**src/rtl/hx8352_seq_engine.sv**
```systemverilog
// hx8352_seq_engine: ROM-driven LCD command/data/delay sequencer for the HX8352 bus writer.
// Entry format {tag[1:0], payload[DW-1:0]}: 00 CMD, 01 DATA, 10 DELAY, 11 END.
// Define HX8352_SEQ_TIMEOUT_EN to add a BUS_WAIT watchdog that ends a stuck sequence with status 11.
module hx8352_seq_engine #(
    parameter int DW       = 16,
    parameter int AW       = 8,
    parameter int CS_SETUP = 2
) (
    input  logic          clk,
    input  logic          rst,
    input  logic          start,
    input  logic [AW-1:0] seq_base,
    input  logic          abort,
    output logic [AW-1:0] rom_addr,
    input  logic [DW+1:0] rom_data,
    output logic          bus_step,
    output logic          command_or_data,
    output logic [DW-1:0] data_to_write,
    input  logic          bus_done,
    output logic          delay_step,
    output logic [DW-1:0] delay_value,
    input  logic          delay_done,
    output logic          lcd_cs,
    output logic          busy,
    output logic          done,
    output logic [1:0]    status
);
    localparam int CW = CS_SETUP > 1 ? $clog2(CS_SETUP) : 1;
    localparam logic [CW-1:0] CS_LAST = CW'(CS_SETUP - 1);
    localparam logic [1:0] T_DELAY = 2'b10;
    localparam logic [1:0] ST_OK = 2'b00, ST_ABORT = 2'b01, ST_OVERRUN = 2'b10, ST_TIMEOUT = 2'b11;

    typedef enum logic [3:0] {
        S_IDLE, S_CS_SETUP, S_FETCH, S_FETCH_WAIT, S_DECODE,
        S_BUS_ISSUE, S_BUS_WAIT, S_DELAY_ISSUE, S_DELAY_WAIT, S_FINISH
    } state_t;

    state_t          state, state_nxt;
    logic [CW-1:0]   cs_cnt;
    logic [1:0]      fin;
    logic            adv;
    logic [1:0]      tag;
    logic [DW-1:0]   payload;
    logic            last;

    assign tag      = rom_data[DW+1:DW];
    assign payload  = rom_data[DW-1:0];
    assign last     = &rom_addr;
    assign bus_step   = state == S_BUS_ISSUE;
    assign delay_step = state == S_DELAY_ISSUE;
    assign done       = state == S_FINISH;
    assign busy       = state != S_IDLE && state != S_FINISH;
    assign lcd_cs     = !busy;

`ifdef HX8352_SEQ_TIMEOUT_EN
    // Watchdog reads 1 in the first BUS_WAIT cycle, so hitting WD_LAST puts FINISH 1023 cycles after bus_step.
    localparam logic [15:0] WD_LAST = 16'd1022;
    logic [15:0] wd;
    logic        wd_expired;
    assign wd_expired = wd == WD_LAST;

    // Cycle counter for the current bus transfer
    always_ff @(posedge clk or negedge rst) begin
        if (!rst) wd <= '0;
        else wd <= state == S_BUS_ISSUE ? 16'd1 : state == S_BUS_WAIT ? wd + 16'd1 : wd;
    end
`else
    logic wd_expired;
    assign wd_expired = 1'b0;
`endif

    // Next-state, finishing status and address-advance decision
    always_comb begin
        state_nxt = state;
        fin = ST_OK;
        adv = 1'b0;
        case (state)
            S_IDLE:        state_nxt = start ? S_CS_SETUP : S_IDLE;
            S_CS_SETUP:    state_nxt = cs_cnt == CS_LAST ? S_FETCH : S_CS_SETUP;
            S_FETCH:       state_nxt = S_FETCH_WAIT;
            S_FETCH_WAIT:  state_nxt = S_DECODE;
            S_DECODE: begin
                if (!tag[1]) state_nxt = S_BUS_ISSUE;
                else if (tag == T_DELAY) begin
                    state_nxt = payload != '0 ? S_DELAY_ISSUE : S_DECODE;
                    adv = payload == '0;
                end else state_nxt = S_FINISH;
            end
            S_BUS_ISSUE:   state_nxt = S_BUS_WAIT;
            S_BUS_WAIT: begin
                adv = bus_done;
                if (!bus_done && wd_expired) begin
                    state_nxt = S_FINISH;
                    fin = ST_TIMEOUT;
                end
            end
            S_DELAY_ISSUE: state_nxt = S_DELAY_WAIT;
            S_DELAY_WAIT:  adv = delay_done;
            default:       state_nxt = S_IDLE;
        endcase
        if (adv) begin
            state_nxt = last ? S_FINISH : S_FETCH;
            fin = last ? ST_OVERRUN : ST_OK;
        end
        if (abort && state != S_IDLE && state != S_FINISH) begin
            state_nxt = S_FINISH;
            fin = ST_ABORT;
            adv = 1'b0;
        end
    end

    // State, address, payload and status registers
    always_ff @(posedge clk or negedge rst) begin
        if (!rst) begin
            state           <= S_IDLE;
            cs_cnt          <= '0;
            rom_addr        <= '0;
            command_or_data <= 1'b0;
            data_to_write   <= '0;
            delay_value     <= '0;
            status          <= ST_OK;
        end else begin
            state  <= state_nxt;
            cs_cnt <= state == S_CS_SETUP ? cs_cnt + 1'b1 : '0;
            if (state == S_IDLE && start) begin
                rom_addr <= seq_base;
                status   <= ST_OK;
            end
            if (adv && !last) rom_addr <= rom_addr + 1'b1;
            if (state == S_DECODE && !tag[1]) begin
                command_or_data <= tag[0];
                data_to_write   <= payload;
            end
            if (state == S_DECODE && tag == T_DELAY) delay_value <= payload;
            if (state_nxt == S_FINISH && state != S_FINISH) status <= fin;
        end
    end
endmodule

```
**config.mk**
```make
export PLATFORM = sky130hd
export DESIGN_NAME = hx8352_seq_engine
export DESIGN_NICKNAME = d
export VERILOG_FILES = /design/src/rtl/hx8352_seq_engine.sv
export SDC_FILE = /design/constraint.sdc
export NUM_CORES = 1
export LEC_CHECK = 0
export BUFFER_PORTS_ARGS = -buffer_cell sky130_fd_sc_hd__buf_2
export CAP_MARGIN = 30
export CORE_UTILIZATION = 50
export CTS_CLUSTER_SIZE = 10
export DETAILED_ROUTE_END_ITERATION = 10
export PLACE_DENSITY = 0.9
export REMOVE_ABC_BUFFERS = 1
export SYNTH_ARGS = -nofsm -noshare
export SYNTH_HDL_FRONTEND = slang
export SYNTH_SLANG_ARGS = --single-unit
```
**constraint.sdc**
```tcl
create_clock -name clk -period 4.6 [get_ports clk]
set_input_delay 0.23 -clock clk [delete_from_list [all_inputs] [get_ports clk]]
set_output_delay 0.23 -clock clk [all_outputs]
set_load 0.1 [all_outputs]
```
==> results.cfg <==
[finish]
final_nets = 336
num_antenna_cells = 0
fillers = 365
drive_above_1_share_pct = 38.5
multiInputGateArea_mm2 = 0.00100
area_growth_pct = 25.1
seq_area_mm2 = 0.00120

[worst_setup_path]
critPathKind = flop to flop
critPathArrivalTime_ns = 2.70
critPathLaunchType = flop
path_max_fanout = 18
critPathRequiredTime_ns = 4.79
crit_path_end_kind = flop

[timing]
setup_viol = 0
layout_min_cycle_time_ns = 2.51
period_share_pct = 54.6
fin_skew_ns = 0.0125
worstMarginPinSlew_ns = 0.703
rsz0062_at_grt = no
tns_ns = 0
hold_viol = 0
drv_slew = 0
fin_ws_ns = 2.09
timing.fmax_mhz = 398
slew_headroom_pct = 53.1
whs_ns = 0.125

[logic_synthesis]
synth_top_family_by_area = simple AND/OR/NAND/NOR gates
muxShareOfSynthArea_pct = 8.37
synth_simple_gate_area_share_pct = 23.0
synth.cell_area_mm2 = 0.00229
synth_top_area_share_pct = 52.5
synth_compound_area_share_pct = 11.2
syn_avg_cell_area_um2 = 10.2
ys_types = 53
synth_top_cell_by_area = dfrtp_1
syn_inst = 224
ys_ff_latch = 48
synth_edf_count = 0
ys_warn_count = 0
synth_xor_area_share_pct = 0.766
synthTopCellsByArea = dfrtp_1, nand2_1, mux2_2
seq_area_frac_synth_pct = 52.5
ys.flop_type = dfrtp_1
synth-adder-area-share_pct = 0.547
async_flop_share_pct = 100

[placed_design]
place.detailed.hpwl_um = 4010
pre_cts_slack_ns = 2.13
io_buffers = 79
place_congestion = 0.906

[detailed_routing]
drt_iter0_markers = 153
route.final.wire_length_um = 5300
antenna_left = 0
firstDrtPassIters = 4
drcViolationCount = 0
drt-vias-per-instance = 5.63
wl_per_cell_um = 14.9
vias = 2006

[die]
dieHeight_um = 69.6
dieWidth_um = 69.6
core.rowCount = 24
start_util_pct = 52.1
dieArea_mm2 = 0.00485
coreArea_mm2 = 0.00438
ioPinCount = 80

[global_route]
overflow = 0
antenna_found_initial = 0
grt_max_degree = 43
grt_pass1_vias = 1873
grt_usage_pct = 22.4
grt_pass1_wl_um = 8750

[cts]
cts_tree = built
cts_setup_buffers = 0
h-tree-depth = 2
cts_resized = 0
clk_transition_reported_paths_ns = 0.09
cts_made_buffers = 5
clock_sinks = 48
clkLatencyLatePin_ns = 0.30
cts_root_buf = clkbuf_8
clockBufferDepth = 2

[status]
status = finished clean

[flow_run]
drv_cap = 0

[hold_path]
min_path_type = input port to flop
metrics by stage:
step	std cells	area (µm²)	util (%)
after CTS	356	2860	65.2
after floorplan	214	2220	-
after global placement	345	2680	61.1
after detailed placement	347	2710	61.8
after global routing	356	2860	65.2
final	356	2860	65.2
registers in the layout (all words and copies together), names as in the netlist:
name	cells
data_to_write	16
delay_value	16
rom_addr	8
command_or_data	1
status	2
cs_cnt	1
state	4
area by class of cell:
| class | instances | share of cell area, % |
|---|---|---|
| clock buffer | 5 | 2.41 |
| clock inverter | 3 | 2.41 |
| inverter | 4 | 0.525 |
| multi-input combinational | 162 | 35.1 |
| sequential | 48 | 42.0 |
| tap | 52 | 2.28 |
| timing repair buffer | 82 | 15.3 |
routing by layer:
layer	up-vias	wire length, µm	GRT usage [%]	part of all wire [%]
li1	952	-	-	-
met1	940	2130	28.9	40
met2	108	2660	38.1	50
met3	6	468	4.94	8.8
met4	0	45	6.44	0.85
met5	-	0	0	0
cells in the final DEF, fill, tap and decap left out, types with 2 or more instances in the layout:
| cell | instances |
|---|---|
| a21oi_1 | 7 |
| a221o_1 | 2 |
| a22oi_1 | 2 |
| and3_1 | 3 |
| buf_2 | 79 |
| bufinv_16 | 2 |
| clkbuf_8 | 5 |
| dfrtp_1 | 48 |
| inv_1 | 4 |
| mux2_2 | 16 |
| nand2_1 | 59 |
| nand3_1 | 5 |
| nor2_1 | 11 |
| nor2_2 | 3 |
| nor3_1 | 7 |
| nor4_1 | 6 |
| o21ai_0 | 6 |
worst max-delay path, cell delays in order, from the launching register on:
cell and delay (ns):
dfrtp_1 0.63, nand2b_2 0.19, and3b_1 0.71, a21o_2 0.30, a21oi_2 0.12, a21o_1 0.17
a221o_1 0.28
timing repair:
action / in CTS / in global routing
endpoints found under the setup margin: 0 / 0
hold endpoints to repair: 6 / 0
hold buffers: 1 / 0
cell usage after synthesis, types with 2 or more instances:
master / count
a221o_1: 2
nor4_1: 6
nor3_1: 7
clkbuf_1: 3
nor2_1: 11
nor2_2: 3
nand2_1: 59
o21ai_0: 6
inv_1: 4
buf_2: 2
nand3_1: 5
a21oi_1: 7
and3_1: 3
a22oi_1: 2
mux2_2: 16
buf_4: 3
buf_6: 2
dfrtp_1: 48
cell families after synthesis:
| kind of cell | Yosys count |
|---|---|
| AOI/OAI and AO/OA | 34 |
| muxes | 17 |
| adders and majority gates | 1 |
| xor gates and xnor gates | 2 |
| and+or+nand+nor | 108 |
| DFF | 48 |
| buffers and inverters | 14 |
path summary, 6_finish.rpt:
path	start	endpoint	cells past startpoint	slack, ns
worst max register to register	state[2]	rom_addr[5]	6	2.09
worst min-delay path	seq_base[3]	rom_addr[3]	3	0.13
min in group asynchronous	rst	data_to_write[13]	2	0.31
worst max-delay path	state[2]	rom_addr[5]	6	2.09
max in group asynchronous	rst	rom_addr[6]	3	3.84
worst min register to register	cs_cnt	cs_cnt	1	0.47
Power is left out: the tool's default activity adds up to more than one toggle a clock period on the data nets, which glitch-free logic cannot reach.
